<file path="config.mk">
export PLATFORM = sky130hd
export DESIGN_NAME = traffic_display_flat
export DESIGN_NICKNAME = d
export VERILOG_FILES = /design/src/rtl/traffic_display_if.sv /design/src/rtl/traffic_display.sv /design/src/flat_wrapper.sv
export SDC_FILE = /design/constraint.sdc
export NUM_CORES = 1
export LEC_CHECK = 0
export ABC_AREA = 1
export BUFFER_PORTS_ARGS = -buffer_cell sky130_fd_sc_hd__buf_4
export CORE_ASPECT_RATIO = 2
export CORE_MARGIN = 2
export CORE_UTILIZATION = 52
export DETAILED_ROUTE_END_ITERATION = 7
export PLACE_DENSITY = 0.76
export REMOVE_ABC_BUFFERS = 1
export SLEW_MARGIN = 0
export SYNTH_ARGS = -nofsm -noshare
export SYNTH_HDL_FRONTEND = slang
export SYNTH_SLANG_ARGS = --single-unit
</file>
<file path="constraint.sdc">
create_clock -name CLK -period 2.6 [get_ports CLK]
set_input_delay 0.13 -clock CLK [delete_from_list [all_inputs] [get_ports CLK]]
set_output_delay 0.13 -clock CLK [all_outputs]
set_load 0.1 [all_outputs]
</file>
<file path="src/rtl/traffic_display_if.sv">
// traffic_display_if: phase/countdown inputs and scanned 7-segment outputs of the display.
interface traffic_display_if;
    logic [1:0] state;
    logic [5:0] A_time;
    logic [5:0] B_time;
    logic [3:0] an;
    logic [7:0] seg;
    logic       frame_done;
    modport master (output state, A_time, B_time, input an, seg, frame_done);
    modport slave  (input state, A_time, B_time, output an, seg, frame_done);
endinterface

</file>
<file path="src/rtl/traffic_display.sv">
// traffic_display: multiplexes the road A/B countdowns onto four active-low 7-segment digits,
// with per-frame input snapshots, leading-zero blanking, dash for 60..63 and yellow-phase blinking.
module traffic_display #(
    parameter int SCAN_DIV     = 4,
    parameter int BLINK_FRAMES = 8
) (
    input logic              CLK,
    input logic              RSTn,
    traffic_display_if.slave bus
);
    localparam int PW = $clog2(SCAN_DIV);
    localparam int BW = $clog2(BLINK_FRAMES + 1);

    logic [PW-1:0] presc_q, presc_d;
    logic [1:0]    idx_q, idx_d;
    logic [1:0]    snap_state_q, snap_state_d;
    logic [5:0]    snap_a_q, snap_a_d;
    logic [5:0]    snap_b_q, snap_b_d;
    logic [BW-1:0] blink_cnt_q, blink_cnt_d, cnt_inc;
    logic          phase_on_q, phase_on_d;
    logic          frame_done_q, frame_done_d;
    logic [3:0]    an_q, an_d;
    logic [7:0]    seg_q, seg_d;
    logic          tick, wrap, state_chg, half_done;
    logic          road_b, blank, dp_n;
    logic [5:0]    val, digit;
    logic [6:0]    glyph;

    function automatic logic [6:0] seg7(input logic [5:0] v);
        case (v)
            6'd0:    seg7 = 7'b1000000;
            6'd1:    seg7 = 7'b1111001;
            6'd2:    seg7 = 7'b0100100;
            6'd3:    seg7 = 7'b0110000;
            6'd4:    seg7 = 7'b0011001;
            6'd5:    seg7 = 7'b0010010;
            6'd6:    seg7 = 7'b0000010;
            6'd7:    seg7 = 7'b1111000;
            6'd8:    seg7 = 7'b0000000;
            6'd9:    seg7 = 7'b0010000;
            default: seg7 = 7'b1111111;
        endcase
    endfunction

    always_comb begin
        tick         = presc_q == PW'(SCAN_DIV - 1);
        presc_d      = tick ? '0 : presc_q + 1'b1;
        idx_d        = tick ? idx_q + 2'd1 : idx_q;
        wrap         = tick && idx_q == 2'd3;
        frame_done_d = wrap;
        snap_state_d = wrap ? bus.state  : snap_state_q;
        snap_a_d     = wrap ? bus.A_time : snap_a_q;
        snap_b_d     = wrap ? bus.B_time : snap_b_q;
        // A phase change restarts blinking in the visible half.
        state_chg    = bus.state != snap_state_q;
        cnt_inc      = blink_cnt_q + 1'b1;
        half_done    = cnt_inc == BW'(BLINK_FRAMES);
        blink_cnt_d  = !wrap ? blink_cnt_q : (state_chg || half_done) ? '0 : cnt_inc;
        phase_on_d   = !wrap ? phase_on_q : state_chg ? 1'b1 : half_done ? ~phase_on_q : phase_on_q;
        road_b       = idx_q[1];
        val          = road_b ? snap_b_q : snap_a_q;
        digit        = idx_q[0] ? val % 6'd10 : val / 6'd10;
        glyph        = (val >= 6'd60) ? 7'b0111111 :
                       (!idx_q[0] && digit == 6'd0) ? 7'b1111111 : seg7(digit);
        blank        = !phase_on_q && snap_state_q[0] && snap_state_q[1] == road_b;
        dp_n         = !((idx_q == 2'd1 && snap_state_q == 2'b00) ||
                         (idx_q == 2'd3 && snap_state_q == 2'b10));
        seg_d        = blank ? 8'hFF : {dp_n, glyph};
        an_d         = ~(4'b0001 << idx_q);
    end

    always_ff @(posedge CLK or negedge RSTn) begin
        if (!RSTn) begin
            presc_q      <= '0;
            idx_q        <= 2'd3;
            snap_state_q <= '0;
            snap_a_q     <= '0;
            snap_b_q     <= '0;
            blink_cnt_q  <= '0;
            phase_on_q   <= 1'b1;
            frame_done_q <= 1'b0;
            an_q         <= 4'hF;
            seg_q        <= 8'hFF;
        end else begin
            presc_q      <= presc_d;
            idx_q        <= idx_d;
            snap_state_q <= snap_state_d;
            snap_a_q     <= snap_a_d;
            snap_b_q     <= snap_b_d;
            blink_cnt_q  <= blink_cnt_d;
            phase_on_q   <= phase_on_d;
            frame_done_q <= frame_done_d;
            an_q         <= an_d;
            seg_q        <= seg_d;
        end
    end

    assign bus.an         = an_q;
    assign bus.seg        = seg_q;
    assign bus.frame_done = frame_done_q;
endmodule

</file>
<file path="src/flat_wrapper.sv">
// flat-port wrapper written by rule: the top's interface ports become plain ports
module traffic_display_flat 
#(
    parameter int SCAN_DIV     = 4,
    parameter int BLINK_FRAMES = 8
)
  (CLK, RSTn, bus_state, bus_A_time, bus_B_time, bus_an, bus_seg, bus_frame_done);
  traffic_display_if bus_i ();
  input logic CLK;
  input logic RSTn;
  input wire logic [$bits(bus_i.state)-1:0] bus_state;
  input wire logic [$bits(bus_i.A_time)-1:0] bus_A_time;
  input wire logic [$bits(bus_i.B_time)-1:0] bus_B_time;
  output wire logic [$bits(bus_i.an)-1:0] bus_an;
  output wire logic [$bits(bus_i.seg)-1:0] bus_seg;
  output wire logic [$bits(bus_i.frame_done)-1:0] bus_frame_done;
  assign bus_i.state = bus_state;
  assign bus_i.A_time = bus_A_time;
  assign bus_i.B_time = bus_B_time;
  assign bus_an = bus_i.an;
  assign bus_seg = bus_i.seg;
  assign bus_frame_done = bus_i.frame_done;
  traffic_display #(.SCAN_DIV(SCAN_DIV), .BLINK_FRAMES(BLINK_FRAMES)) u_core (.CLK(CLK), .RSTn(RSTn), .bus(bus_i));
endmodule
</file>
-- Word-level counts from Yosys, hierarchy flattened
Memories as Yosys holds them, arrays and structs flattened.
Cells that the tools add are included.
- add/subtract/negate cells: 3
- multipliers: 0
- divide/modulo/power cells: 2
- $lt $le $gt $ge: 1
- eq/ne operators: 7
- shift operators: 1
- muxes and demuxes: 10
- bitwise operators: 2
- reductions and logical operators: 16
- operators by type and width (kind ; count):
    7-bit two-way mux ; 3
    6-bit two-way mux ; 2
    8-bit two-way mux ; 1
    6-bit by 4-bit divider with 6-bit output, second input constant ; 1
    2-bit equality test, second input constant ; 3
    6-bit greater-or-equal comparator, second input constant ; 1
    1-bit logical AND ; 6
    6-bit zero test ; 1
    6-bit by 4-bit remainder unit with 6-bit output, second input constant ; 1
    2-bit by 1-bit adder with 2-bit output, second input constant ; 2
    4-bit by 1-bit adder with 4-bit output, second input constant ; 1
    4-bit equality test, second input constant ; 1
    2-bit zero test ; 2
    4-bit two-way mux ; 1
    4-bit inverter ; 1
    1-bit by 2-bit << shifter with 4-bit output, first input constant ; 1
    1-bit zero test ; 3
    2-bit by 1-bit equality test with 1-bit output, second input constant ; 1
    1-bit logical OR ; 2
    1-bit two-way mux ; 2
    2-bit two-way mux ; 1
    2-bit inequality test ; 1
    2-bit AND reduction ; 1
    2-bit nonzero test ; 1
    2 further kinds ; 2
- register bits: 36
- latch bits: 0
- RAM bits: 0
- ROM bits: 112
- input bits: 16
- output and inout bits: 13
- word-level logic and storage cells: 53
- memories: 1
- memory list (memory ; depth ; bits a word ; read ports ; clocked after Yosys merged registers in ; write ports ; line ; text):
    (no name shown) ; 16 ; 7 ; 1 ; 0 ; 0 ; traffic_display.sv:30 ; case (v)

-- Longest topological paths before layout
Gate-level depths: netlist (run 1).
- word-level depth: 8
- mapped depth: 25

-- Worst setup path before layout (run 1)
Ideal clock, no wire load.
- path type: register to register
- start: reg u_core.idx_q[1]
- end: reg u_core.seg_q[3], in the netlist u_core.bus.seg[3]
- data arrival time: 2.671 ns
- required time: 2.540 ns
- setup slack: -0.131 ns
- stages on the path, launching flop included: 22
- buffers on the path: 1
- cell sequence: dfstp_2 inv_2 buf_6 nand2_4 nand2_4 ha_1 inv_1 nor2_2 a21oi_4 nand2_4 nand2_4 nand2_4 nand2_4 inv_2 nand2_4 nand3_4 o21ai_2 inv_2 ha_1 o22ai_1 nand2_1 nand2_1
- longest elaborated chain between the ends: 8
- RTL lines (item ; line ; text):
    start: declaration ; traffic_display.sv:15 ; logic [1:0] idx_q, idx_d;
    start signal: assignment ; traffic_display.sv:86 ; idx_q <= idx_d;
    6-bit two-way mux ; traffic_display.sv:61 ; val = road_b ? snap_b_q : snap_a_q;
    6-bit by 4-bit divider with 6-bit output or 6-bit by 4-bit remainder unit with 6-bit output (tied branches) ; traffic_display.sv:62 ; digit = idx_q[0] ? val % 6'd10 : val / 6'd10;
    6-bit two-way mux ; traffic_display.sv:62 ;
    memory 16 x 7 bit (tied with other cells) ; n/a ;
    7-bit two-way mux or 1-bit logical AND (tied branches) ; traffic_display.sv:30, traffic_display.sv:64 ;
    7-bit two-way mux ; traffic_display.sv:64 ; (!idx_q[0] && digit == 6'd0) ? 7'b1111111 : seg7(digit);
    7-bit two-way mux ; traffic_display.sv:63 ; glyph = (val >= 6'd60) ? 7'b0111111 :
    8-bit two-way mux (*) ; traffic_display.sv:68 ; seg_d = blank ? 8'hFF : {dp_n, glyph};
    named net u_core.seg_d[3] ; traffic_display.sv:23 ; logic [7:0] seg_q, seg_d;
    end signal: assignment ; traffic_display.sv:94 ; seg_q <= seg_d;
    end: declaration ; traffic_display.sv:23 ;
The timed path passes the listed nets; every way through them passes the cells marked *.
A chain may end at the register's enable or synchronous reset.

-- Worst setup path after layout (run 1)
- start: reg u_core.idx_q[1]
- end: reg u_core.seg_q[5], in the netlist u_core.bus.seg[5]
The elaborated chain is that of the path after synthesis.

==> metrics.md, run 1 <==
| Metric | Value |
|---|---|
| Share of layout cells above drive strength 1 | `45.43%` |
| Final Wtd Congestion | `approximately 0.84` |
| Leak Pwr | `between 1 and 1.5 nW` |
| Die width | `50.21 um` |
| CTS Buf Count | `5` |
| Flop pwr share | `37.9%` |
| Fin. max-slew vios | `0` |
| RSZ-0062 raised after global routing | `true` |
| Buffer depth of the longest clock path | `2` |
| Synth area leaders | `dfrtp_1 24%, dfstp_2 18%, nand2_1 12%` |
| IO buf count | `28` |
| NetSw | `0.0005880 W` |
| Worst flop-to-flop path startpoint | `u_core.idx_q[1]$_DFFE_PN1P_` |
| Critical Path AT | `~2.9 ns` |
| Startpoint Class | `register` |
| Worst clock skew | `0.005789 ns` |
| Period Utilization, post-route | `102.5%` |
| P_int | `about 0.0011 W` |
| Wire per inst | `13.24 um` |
| Die Ht | `~96 um` |
| Fmax | `0.3753 GHz` |
| Vias/cell | `between 5 and 6` |
| Yosys Warn Count | `0` |
| GRT overflow | `0` |
| Worst hold path class | `input pin to register` |
| Setup tns final | `-0.2266 ns` |
| # H-tree levels | `2` |
| Distinct cells, synth | `29` |
| Initial antenna violation count | `0` |
| Max FO, Critical Path | `5` |
| Synth Cell Area | `between 2000 and 2500 um^2` |
| CP max stage delay | `0.57 ns` |
| Final min period | `between 2 and 3 ns` |
| Kind of critical path | `register to register` |
| Row Count | `33` |
| Comb pwr share | `33.4%` |
| WP buf/inv | `6` |
| Seq/Total Area, Yosys | `between 40% and 50%` |
| Global-route wire length before repair | `8.038 mm` |
| Slowest cell on crit path | `dfstp_2` |
| Syn Inst Count | `between 200 and 300` |
| Root Driver | `clkbuf_8` |
| Synth area leader | `dfrtp_1` |
| Peak VDD IR | `~570 uV` |
| Slew margin rel. | `55.67%` |
| Top cell type's share of synthesized area | `a little under a quarter` |
| Placed Cells | `around 350` |
| Critical Path, Cell by Cell | `buf_12 > nand2_4 > nand2_4 > ha_4 > inv_2 > nor2_2 > a21oi_4 > nand2_4 > nand2_4 > nand2_4 > nand2_4 > inv_4 > nand2_4 > nand3_4 > o21ai_4 > inv_2 > ha_4 > inv_2 > nand3_2 > buf_4 > nand3_2 > nand2_1` |
| Hpwl dp | `approximately 3.5 mm` |
| Cell mode on critical path | `nand2_4` |
| Power Density | `574.1 nW/um^2` |
| Status | `finished with violations` |
| Clock power frac | `28.7%` |
| Detail Route Antenna Nets | `0` |
| Final WL | `4.886 mm` |
| Final Net Count | `between 300 and 400` |
| Die ar. | `just under 5000 um^2` |
| Failing checks | `negative setup slack` |
| Final worst slack | `-0.06483 ns` |
| Vias in the first global route | `between 1500 and 2000` |
| #FFs+latches synth | `36` |
| Layout fillers | `around 310` |
| I/O pin cnt | `29` |
| Initial Util | `between 50% and 60%` |
| Sw Share | `about a third` |
| # DRC | `0` |
| Detailed Routing Iterations Pass 1 | `5` |
| Critical Path Start | `u_core.idx_q[1]$_DFFE_PN1P_` |
| DRT iter0 DRCs | `19` |
| # diodes | `0` |
| Worst Tran Pin Value | `0.6580 ns` |
| Crit end category | `register` |
| Max_cap viols | `0` |
| Finish-stage setup viols | `6` |
| Hold Slack | `0.03707 ns` |
| Pin count of the biggest net entering global routing | `37` |
| Via Count | `between 1500 and 2000` |
| Final Hold Viols | `0` |
| Avg Cell Area, Syn | `8.608 um^2` |
| TritonCTS clock tree | `done` |
| Min-delay src | `bus_A_time[2]` |
| Worst path required time | `around 2.8 ns` |
| Core Box Area | `4088 um^2` |
| Worst slack at placement | `-0.09255 ns` |
| Final core utilization | `a little under three quarters` |
| Fin cells | `369` |
| Total GRT Usage | `between 20% and 30%` |
| Worst-Skew Late Latency | `between 0.2 and 0.3 ns` |
| Top delay family on crit path | `simple AND/OR/NAND/NOR gates` |
| Clock Pin Slew Worst Setup and Hold Paths | `0.07 ns` |
| Area grow syn2layout | `31.15%` |
| CTS sink count | `36` |
-- per-stage QoR --
stage	cell area [um^2]	total power, W
floorplan	2176	0.001008
global placement	2619	0.001135
detailed placement	2619	0.001142
CTS	2841	0.001657
global route	2913	0.001740
finish	2913	0.001672
-- sequential cells by signal, indices dropped and copies added (netlist names) --
name and flops:
u_core.phase_on_q 1, u_core.blink_cnt_q 4, u_core.bus.seg 8, u_core.idx_q 2, u_core.snap_state_q 2, u_core.bus.an 4
u_core.bus.frame_done 1, u_core.snap_a_q 6, u_core.presc_q 2, u_core.snap_b_q 6
-- power by group through the flow --
stage / combinational (W) / clock (W) / sequential [W]
after floorplan: 0.000184 / 0 / 0.000824
after global placement: 0.000493 / 0 / 0.000642
after detailed placement: 0.000499 / 0 / 0.000643
after CTS: 0.000534 / 0.000490 / 0.000634
after global routing: 0.000591 / 0.000514 / 0.000636
final: 0.000558 / 0.000480 / 0.000634
-- cell families after synthesis --
kind of cell    Yosys count  synth area share (%)
xor+xnor                  4                 1.577
buf+inv                  43                 8.281
flops                    36                 41.41
compound gates           27                 7.662
fa+ha+maj                 8                 4.507
simple gates            140                 36.56
-- routing by layer --
metal	vias up	GRT usage [%]	routed length, um
li1	923	-	-
met1	890	20.14	1672
met2	57	43.31	2840
met3	14	3.692	172
met4	0	13.19	201
met5	-	0	0
-- placed cells by master, fill, tap and decap left out, types with 5 or more instances in the layout --
master,Yosys,layout
o21ai_0,15,15
nand2_2,9,12
nand2_1,71,65
nor2_1,10,9
nand2_4,19,22
nand3_2,6,9
clkbuf_8,0,5
nand3_1,15,11
buf_4,0,53
inv_2,4,6
inv_1,32,29
ha_1,8,6
dfrtp_1,21,21
dfstp_2,15,15
-- synth_stat cells --
cell type,n
nor2_2,1
nand3_4,2
nand2_4,19
o21ai_0,15
or2_2,1
a21oi_4,2
nor4_1,1
nand4_1,3
o21ai_1,3
clkinv_1,1
and3_4,1
nand2_2,9
nor2_1,10
inv_1,32
o21ai_2,2
nor3b_4,1
nand3_1,15
dfstp_2,15
o22ai_1,2
inv_2,4
dfrtp_1,21
o21a_1,1
nand2_1,71
buf_6,3
a21oi_1,2
nand3_2,6
clkbuf_1,3
xor2_1,4
ha_1,8
-- worst paths after layout --
| check | to | slack [ns] | depth (start not counted) |
|---|---|---|---|
| min in group asynchronous | u_core.snap_a_q[0]$_DFFE_PN0P_ | 0.35 | 2 |
| min | u_core.snap_a_q[2]$_DFFE_PN0P_ | 0.04 | 3 |
| max in group asynchronous | u_core.bus.an[3]$_DFF_PN1_ | 1.91 | 2 |
| min reg2reg | u_core.presc_q[0]$_DFF_PN0_ | 0.43 | 1 |
| max reg2reg | u_core.bus.seg[5]$_DFF_PN1_ | -0.06 | 22 |
| max | u_core.bus.seg[5]$_DFF_PN1_ | -0.06 | 22 |
-- layout make-up --
class	count	area, um^2	share of cell area (%)
Clock buffer	6	72.57	2.491
Timing Repair Buffer	57	459.2	15.76
Clock inverter	2	35.03	1.203
Inverter	37	141.4	4.854
Sequential cell	36	919.6	31.57
Multi-Input combinational cell	179	1220	41.88
Tap cell	52	65.06	2.234
-- tightest hold or removal path: cells and delay by family --
family	cells	cell delay, ns
simple gates	2	0.09
buf+inv	1	0.07
-- repair_timing --
| item | in CTS | in global routing |
|---|---|---|
| setup buffers | 6 | 3 |
| hold endpoints to repair | 21 | 0 |
| pin swaps | 11 | 9 |
| endpoints found under the setup margin | 7 | 7 |
| hold buffers | 1 | 0 |
| resized for setup | 12 | 13 |
(Power assumes the default switching activity.)
==> run 2, diff against run 1 <==
ABC_AREA = default   (was 1)
CELL_PAD_IN_SITES_DETAIL_PLACEMENT = 0   (was default)
CELL_PAD_IN_SITES_GLOBAL_PLACEMENT = 1   (was default)
CORE_ASPECT_RATIO = default   (was 2)
CORE_UTILIZATION = 40   (was 52)
PLACE_DENSITY = default   (was 0.76)
PLACE_DENSITY_LB_ADDON = 0.1   (was default)
==> metrics.md, run 2 <==
| Metric | Value |
|---|---|
| Status | `finished with violations` |
| Failing checks | `negative setup slack` |
| # DRC | `0 (unchanged)` |
| Finish-stage setup viols | `7 (+1)` |
| Slowest cell on crit path | `dfstp_2` |
| Initial antenna violation count | `0 (unchanged)` |
| Hpwl dp | `3.624 mm (+2.8%)` |
| Most common cell after layout, fill and taps aside | `buf_4` |
| Ys async rst share | `100.0% (unchanged)` |
| GRT overflow | `0 (unchanged)` |
| Critical Path AT | `3.22 ns (+0.34 ns)` |
| Worst path required time | `2.79 ns (-0.03 ns)` |
| Detailed Routing Iterations Pass 1 | `4 (-1)` |
| Synth area leader | `dfrtp_1` |
| Worst hold path class | `input pin to register` |
| Final Wtd Congestion | `0.9067 (+7.5%)` |
| Post-Synth Simple-Gate Area | `12.22% (-24 points)` |
| Synthesized-area fraction occupied by adder cells | `4.840% (+0.33 points)` |
| Slew margin rel. | `68.88% (+13 points)` |
| Detail Route Antenna Nets | `0 (unchanged)` |
| Worst clock skew | `0.008415 ns (+0.002626 ns)` |
| Row Count | `26 (-21%)` |
| WP buf/inv | `1 (-5)` |
| Final WL | `4.940 mm (+1.1%)` |
| TritonCTS clock tree | `done` |
| I/O pin cnt | `29 (unchanged)` |
| Final min period | `3.024 ns (+0.3588 ns)` |
| Final Hold Viols | `0 (unchanged)` |
| Synth area leaders | `dfrtp_1 25%, dfstp_2 19%, mux2_2 9.8%` |
| Worst Tran Pin Value | `0.4658 ns (-0.1922 ns)` |
| Buffer depth of the longest clock path | `2 (unchanged)` |
| #FFs+latches synth | `36 (unchanged)` |
| Max_cap viols | `0 (unchanged)` |
| RSZ-0062 raised after global routing | `true` |
| Initial Util | `41.02% (-13 points)` |
| Global-route wire length before repair | `8.211 mm (+2.2%)` |
| Syn Inst Count | `194 (-25%)` |
| Worst-Skew Late Latency | `0.29 ns (about the same)` |
| Cell mode on critical path | `ha_4` |
| Share of layout cells above drive strength 1 | `54.24% (+8.8 points)` |
| Post-synth top cells | `21 x dfrtp_1, 18 x mux2_2, 18 x nand2_1` |
| Complex-gate fraction of the synthesized area | `19.12% (+11 points)` |
| Vias/cell | `5.191 (+1.7%)` |
| DRT iter0 DRCs | `62 (+43)` |
| Fin. max-slew vios | `0 (unchanged)` |
| Period Utilization, post-route | `116.3% (+14 points)` |
| Total GRT Usage | `17.74% (-4.3 points)` |
| Final Net Count | `294 (-14%)` |
| Crit end category | `register` |
| Yosys Warn Count | `0 (unchanged)` |
| Most common cell in the netlist | `dfrtp_1` |
| Distinct cells, synth | `54 (+86%)` |
| Top_reg_cell synth | `dfrtp_1` |
| CTS Buf Count | `5 (unchanged)` |
| Leading cell types in the layout, fill and taps excluded | `71 x buf_4, 21 x dfrtp_1, 17 x mux2_2, 17 x nand2_1, 15 x dfstp_2` |
| Worst slack at placement | `-0.6403 ns (-0.5477 ns)` |
| Top delay family on crit path | `compound AO/OA/AOI/OAI gates` |
| CP max stage delay | `0.58 ns (about the same)` |
| # diodes | `0 (unchanged)` |
| Mux cell area share after synthesis | `13.43% (+13 points)` |
| XOR/XNOR Fraction of Synth Area | `2.541% (+0.96 points)` |
| IO buf count | `28 (unchanged)` |
| Root Driver | `clkbuf_8` |
| Avg Cell Area, Syn | `10.66 um^2 (+24%)` |
| Max FFs per register | `8 (unchanged)` |
| Fin cells | `341 (-7.6%)` |
| Vias in the first global route | `1823 (-5.4%)` |
| Critical Path, Cell by Cell | `mux2_4 > inv_4 > ha_4 > nor2b_4 > a221oi_2 > a311o_2 > nand2_2 > o21ai_1 > nand2_1 > a31oi_4 > ha_4 > or3b_4 > o311ai_2` |
| Clock Pin Slew Worst Setup and Hold Paths | `0.08 ns (about the same)` |
| Hold Slack | `0.07266 ns (+0.03560 ns)` |
| Placed Cells | `323 (-8.0%)` |
| Core Box Area | `5042 um^2 (+23%)` |
| Fmax | `0.3307 GHz (-12%)` |
| Die ar. | `5762 um^2 (+19%)` |
| Via Count | `1770 (-6.1%)` |
| EDFF count, synth | `0 (unchanged)` |
| Synth Cell Area | `2068 um^2 (-6.9%)` |
| Peak VDD IR | `305.4 uV (-47%)` |
| Final worst slack | `-0.4236 ns (-0.3588 ns)` |
| Kind of critical path | `register to register` |
| Wire per inst | `14.49 um (+9.4%)` |
| Top cell type's share of synthesized area | `25.41% (+1.7 points)` |
| Combinational family with the most area after synthesis | `compound AO/OA/AOI/OAI gates` |
| Startpoint Class | `register` |
| Die width | `75.91 um (+51%)` |
| Area grow syn2layout | `42.53%` |
| Seq/Total Area, Yosys | `44.46% (+3.1 points)` |
| Leak Pwr | `1.250 nW (-15%)` |
| Power Density | `553.7 nW/um^2 (-3.6%)` |
| Max FO, Critical Path | `4 (-1)` |
| Pin count of the biggest net entering global routing | `37 (unchanged)` |
| Die Ht | `75.91 um (-21%)` |
| CTS sink count | `36 (unchanged)` |
| # H-tree levels | `2 (unchanged)` |
-- run 2: changes by cell type after synthesis, sizes merged, moves of 6 or more --
cell / delta
nand3: -18
mux2i: +6
nand2: -81
a21oi: +8
mux2: +19
inv: -26
o21ai: -10
-- run 2: worst paths after layout --
| check | from | endpoint | slack, ns | depth (start not counted) |
|---|---|---|---|---|
| max | u_core.idx_q[1]$_DFFE_PN1P_ | u_core.bus.seg[3]$_DFF_PN1_ | -0.42 | 13 |
| min | bus_A_time[0] | u_core.snap_a_q[0]$_DFFE_PN0P_ | 0.07 | 2 |
| max reg2reg | u_core.idx_q[1]$_DFFE_PN1P_ | u_core.bus.seg[3]$_DFF_PN1_ | -0.42 | 13 |
| min reg2reg | u_core.presc_q[0]$_DFF_PN0_ | u_core.presc_q[0]$_DFF_PN0_ | 0.43 | 1 |
| max in group asynchronous | RSTn | u_core.idx_q[1]$_DFFE_PN1P_ | 1.92 | 2 |
| min in group asynchronous | RSTn | u_core.snap_b_q[1]$_DFFE_PN0P_ | 0.33 | 2 |
-- run 2: per-layer routing --
| layer | GRT usage [%] | share of wire, % | wire [um] | up-vias |
|---|---|---|---|---|
| li1 | - | - | - | 873 |
| met1 | 20.09 | 42 | 2090 | 858 |
| met2 | 32.14 | 54 | 2667 | 35 |
| met3 | 4.762 | 3.3 | 161 | 4 |
| met4 | 6.182 | 0.43 | 21 | 0 |
| met5 | 0 | 0 | 0 | - |
-- run 2: area by class of cell --
type | count | area (um^2)
clock buffer | 7 | 86.33
clock inverter | 1 | 7.507
fill | 459 | 2095
inverter | 10 | 42.54
multi-input combinational | 143 | 1239
sequential | 36 | 919.6
tap | 70 | 87.58
timing repair buffer | 74 | 565.5
-- run 2: logic make-up after synthesis --
logic type	count (synthesis)
adders and majority gates	8
muxes	25
and+or+nand+nor	52
DFF	36
buffers and inverters	15
AOI/OAI and AO/OA	52
xor gates and xnor gates	6
-- run 2: where the power goes --
part | switching [W] | total (W) | internal [W] | leakage, nW
clock network | 0.000199 | 0.000414 | 0.000215 | 0.0445
logic | 0.000354 | 0.000575 | 0.000220 | 0.794
registers | 0.0000222 | 0.000643 | 0.000621 | 0.412
-- run 2: what timing repair did --
item / CTS / global route
setup endpoints to repair: 7 / 7
hold buffers: 1 / 0
resized for setup: 17 / 13
pin swaps: 14 / 10
setup buffers: 9 / 3
endpoints found under the hold margin: 21 / 0
-- run 2: metrics by stage --
step / power [W] / utilization [%] / instance area (um^2) / TNS [ns]
3_3_place_gp: 0.001141 / 51.69 / 2606 / -2.224
5_1_grt: 0.001716 / 58.46 / 2948 / -2.603
2_1_floorplan: 0.0009954 / - / 2038 / -3.724
3_5_place_dp: 0.001151 / 51.69 / 2606 / -2.671
6_report: 0.001632 / 58.46 / 2948 / -1.736
4_1_cts: 0.001615 / 56.80 / 2864 / -1.837
